## config.mk

```make
export PLATFORM = sky130hd
export DESIGN_NAME = encoder_8_3_serial
export DESIGN_NICKNAME = d
export VERILOG_FILES = /design/src/rtl/encoder_8_3_serial.sv
export SDC_FILE = /design/constraint.sdc
export NUM_CORES = 1
export LEC_CHECK = 0
export CAP_MARGIN = 20
export CORE_UTILIZATION = 28
export DETAILED_ROUTE_END_ITERATION = 10
export HOLD_SLACK_MARGIN = 0.12
export SETUP_SLACK_MARGIN = 0.4
export SLEW_MARGIN = 20
export SYNTH_ARGS = -nofsm -noshare
export SYNTH_HDL_FRONTEND = slang
export SYNTH_SLANG_ARGS = --single-unit
```

## constraint.sdc

```tcl
create_clock -name clk -period 4.3 [get_ports clk]
set_input_delay 0.43 -clock clk [delete_from_list [all_inputs] [get_ports clk]]
set_output_delay 0.43 -clock clk [all_outputs]
set_load 0.005 [all_outputs]
```

## src/rtl/encoder_8_3_serial.sv

```systemverilog
// Serial priority encoder: accepts a multi-hot request vector and emits the index of
// each set bit, lowest first, one per downstream handshake.
module encoder_8_3_serial (
  input  logic       clk,
  input  logic       rst,
  input  logic [7:0] A,
  input  logic       in_valid,
  output logic       in_ready,
  output logic [2:0] Y,
  output logic       Y_valid,
  input  logic       Y_ready,
  output logic       last,
  output logic [3:0] count,
  output logic       zero
);

  typedef enum logic [0:0] {StIdle, StEmit} state_e;

  state_e     r_state;
  state_e     w_state_d;
  logic [7:0] r_pending;
  logic [7:0] w_pending_d;
  logic       r_zero;
  logic       w_zero_d;
  logic [2:0] w_low_idx;
  logic [3:0] w_popcnt;
  logic       w_accept;
  logic       w_xfer;

  // Lowest set bit wins; iterate high-to-low so the last assignment is the lowest.
  always_comb begin
    w_low_idx = 3'd0;
    for (int i = 7; i >= 0; i--) begin
      if (r_pending[i]) w_low_idx = 3'(i);
    end
  end

  always_comb begin
    w_popcnt = 4'd0;
    for (int i = 0; i < 8; i++) begin
      w_popcnt = w_popcnt + 4'(r_pending[i]);
    end
  end

  assign in_ready = (r_state == StIdle);
  assign Y_valid  = (r_state == StEmit);
  assign Y        = w_low_idx;
  assign last     = Y_valid && (w_popcnt == 4'd1);
  assign count    = Y_valid ? w_popcnt : 4'd0;
  assign zero     = r_zero;

  assign w_accept = in_ready && in_valid;
  assign w_xfer   = Y_valid && Y_ready;

  always_comb begin
    w_state_d   = r_state;
    w_pending_d = r_pending;
    w_zero_d    = 1'b0;
    unique case (r_state)
      StIdle: begin
        if (w_accept) begin
          w_pending_d = A;
          if (A == 8'd0) begin
            w_zero_d = 1'b1;
          end else begin
            w_state_d = StEmit;
          end
        end
      end
      StEmit: begin
        if (w_xfer) begin
          w_pending_d = r_pending & ~(8'd1 << w_low_idx);
          if (last) w_state_d = StIdle;
        end
      end
      default: w_state_d = StIdle;
    endcase
  end

  always_ff @(posedge clk) begin
    if (rst) begin
      r_state   <= StIdle;
      r_pending <= 8'd0;
      r_zero    <= 1'b0;
    end else begin
      r_state   <= w_state_d;
      r_pending <= w_pending_d;
      r_zero    <= w_zero_d;
    end
  end

endmodule

```

==> results_dict.tcl <==
set metrics [dict create \
    status "finished, final reports clean" \
    ir_drop_uv 166.2 \
    grt_setup_unrepaired "no" \
    leakage_nw 0.4218 \
    tightest_slew_ns 0.7061 \
    antennaDiodeCount 0 \
    required_ns 3.87 \
    drc 0 \
    clock_power_share_pct 28.6 \
    hp-class "reg -> reg" \
    power_density_nw_per_um2 288.2 \
    r2r-end "Y_valid$_SDFF_PP0_" \
    core_area_sq_um 2477 \
    cts_buffer_depth 2 \
    post_drt_wl_per_cell_microns 12.17 \
    setup_violations 0 \
    syn_nets 116 \
    postSynthCellCount 97 \
    fin_total_pwr_mw 0.2979 \
    yosysWarnings 0 \
    postCtsHoldBufs 0 \
    wl_met1_microns 856 \
    cp_data_arrival_time_ns 3.31 \
    r2r_cells 11 \
    layout-drive-gt1-share_pct 11.67 \
    place.gp.congestion 0.8038 \
    h-tree-depth 1 \
    wl_met2_microns 873 \
    die_area_sq_um 2841 \
    grt_pass1_wl_mm 3.036 \
    async_flop_share_pct 0 \
    drt-initial-drc-count 18 \
    io_pins 23 \
    hold_viol 0 \
    whs_endpoint "r_pending[7]$_SDFFE_PP0P_" \
    via_per_inst 4.893 \
    first_pass_iters 4 \
    rrSetupSlack_ns 1.18 \
    maxCapViolCount 0 \
    combPwrFrac_pct 35.3 \
    die_y_microns 53.30 \
    seq_power_share_pct 36.1 \
    finalCritPeriodShare_pct 86.91 \
    cts_sinks 10 \
    row_count 18 \
    clk_latency_ns 0.26 \
    initial_utilization_pct 29.75 \
    fill_cells 271 \
    dr_total_vias 734 \
    p_int_mw 0.2052 \
    crit-reg2reg-launch "r_pending[0]$_SDFFE_PP0P_" \
    ys.flop_type "dfxtp_1" \
    drt-total-wl_mm 1.826 \
    cp-end-kind "output pin" \
    grt.total_usage_pct 14.81 \
    seq_area_frac_synth_pct 27.16 \
    skew_ns 0.001081 \
    grt_max_degree 11 \
    dp_cells 146 \
    synth_cell_types 30 \
    timing.setup.tns_ns 0 \
    clockRootBuffer "clkbuf_4" \
    synth_top_area_share_pct 27.16 \
    synth_edf_count 0 \
    synth_top_area_cell "dfxtp_1" \
    holdPathStages 2 \
    p_sw_mw 0.09266 \
    fmax_mhz 267.6 \
    fin_util_pct 41.72 \
    gr-total-overflow 0 \
    maxUsedRoutingLayer "met3" \
    period_needed_ns 3.737 \
    syn2layout_area_growth_pct 40.24 \
    wl_met3_microns 96 \
    clkTransAtPathRegs_ns 0.07 \
    criticalPathCategory "reg -> out" \
    swShare_pct 31.11 \
    drv_slew 0 \
    whs_ns 0.5160 \
    synth_common_cells "a21oi_1 (13), inv_1 (13), nand2_1 (13), dfxtp_1 (10), nor2_1 (9)" \
    hpwl_mm 1.429 \
    cts_tree "built" \
    antenna_found_initial 0 \
    synthTopCellsByArea "dfxtp_1 (27%), fa_1 (11%), a21oi_1 (8.8%)" \
    regArea_sq_um 205.2 \
    multi_input_area_sq_um 485.5 \
    grt_pass1_vias 698 \
    hold_path.startpoint "r_pending[7]$_SDFFE_PP0P_" \
    ant_nets 0 \
    cp-start-kind "register" \
    die_w_microns 53.30 \
    instances_no_fill 150 \
    synthesis.area_sq_um 737.0 \
    syn_area_per_cell_sq_um 7.597 \
    crit_path_max_fanout 8 \
    relSlewSlack_pct 52.83 \
    port_buffers 22 \
    numCtsBuffers 3 \
    layout.nets 140 \
    synth-seq-cells 10 \
]
[power groups by stage]
stage,registers (mW),logic (mW),clock network [mW]
global placement,0.109,0.106,0
global route,0.109,0.119,0.0941
CTS,0.108,0.107,0.0891
detailed placement,0.110,0.105,0
floorplan,0.107,0.0582,0
finish,0.108,0.105,0.0851
[how the worst max path moves through the flow]
stage / slack [ns] / endpoint / startpoint / depth (start not counted)
6_report: 0.56 / last / r_pending[0]$_SDFFE_PP0P_ / 11
5_1_grt: 0.40 / last / r_pending[0]$_SDFFE_PP0P_ / 11
4_1_cts: 0.35 / count[1] / r_pending[0]$_SDFFE_PP0P_ / 10
3_5_place_dp: 0.39 / last / r_pending[0]$_SDFFE_PP0P_ / 11
3_3_place_gp: 0.45 / last / r_pending[0]$_SDFFE_PP0P_ / 11
2_1_floorplan: 1.05 / last / r_pending[0]$_SDFFE_PP0P_ / 10
[through the flow]
stage	setup slack (ns)	cell area [sq um]
after floorplan	1.047	737.0
after global placement	0.4514	983.4
after detailed placement	0.3938	983.4
after CTS	0.3511	1027
after global routing	0.4010	1033
final	0.5630	1033
[layout by cell type (no fill, tap or decap), drive strengths merged]
cell type	count
dfxtp	10
o211ai	2
dlymetal6s2s	2
o311ai	1
nor2b	1
nand2b	3
or2	1
o21a	1
a211o	1
a211oi	1
nor3	1
clkbuf	5
ha	3
nor4	3
nand3	2
fa	4
clkdlybuf4s50	19
nor3b	1
nand2	13
nor2	9
a221o	1
nand3b	1
or4	3
a21oi	13
xor2	1
and2	1
inv	13
a311oi	1
o21ai	3
[registers in the layout (all words and copies together) (netlist names)]
| signal | count |
|---|---|
| r_pending | 8 |
| Y_valid | 1 |
| zero | 1 |
[area by class of cell]
type | instances | area share [%]
clock buffer | 4 | 3.511
inverter | 13 | 4.722
multi-input combinational | 71 | 46.97
sequential | 10 | 19.85
tap | 30 | 3.632
timing repair buffer | 22 | 21.31
[timing repair]
action,in CTS,in global routing
endpoints found under the setup margin,3,3
buffers inserted,0,0
resized for setup,5,6
pin swaps,0,1
[routing by layer]
layer  up-vias  track usage (%)
li1        380                -
met4         0            5.263
met2        18            23.96
met1       336            19.73
met3         0            2.011
met5         -                0
[logic make-up after synthesis]
logic type	share of synthesized area [%]
simple gates	27.00
fa+ha+maj	15.96
flops	27.16
buf+inv	8.150
xor+xnor	1.189
compound gates	20.54
[worst max-delay path: stages, from the launching register on]
cell	delay, ns
dfxtp_4	0.37
fa_1	0.53
inv_1	0.05
fa_1	0.50
fa_1	0.41
inv_1	0.07
ha_2	0.16
inv_1	0.06
fa_2	0.58
nand2_1	0.07
a21oi_2	0.12
clkbuf_2	0.13
Power figures use the tool's default switching activity.
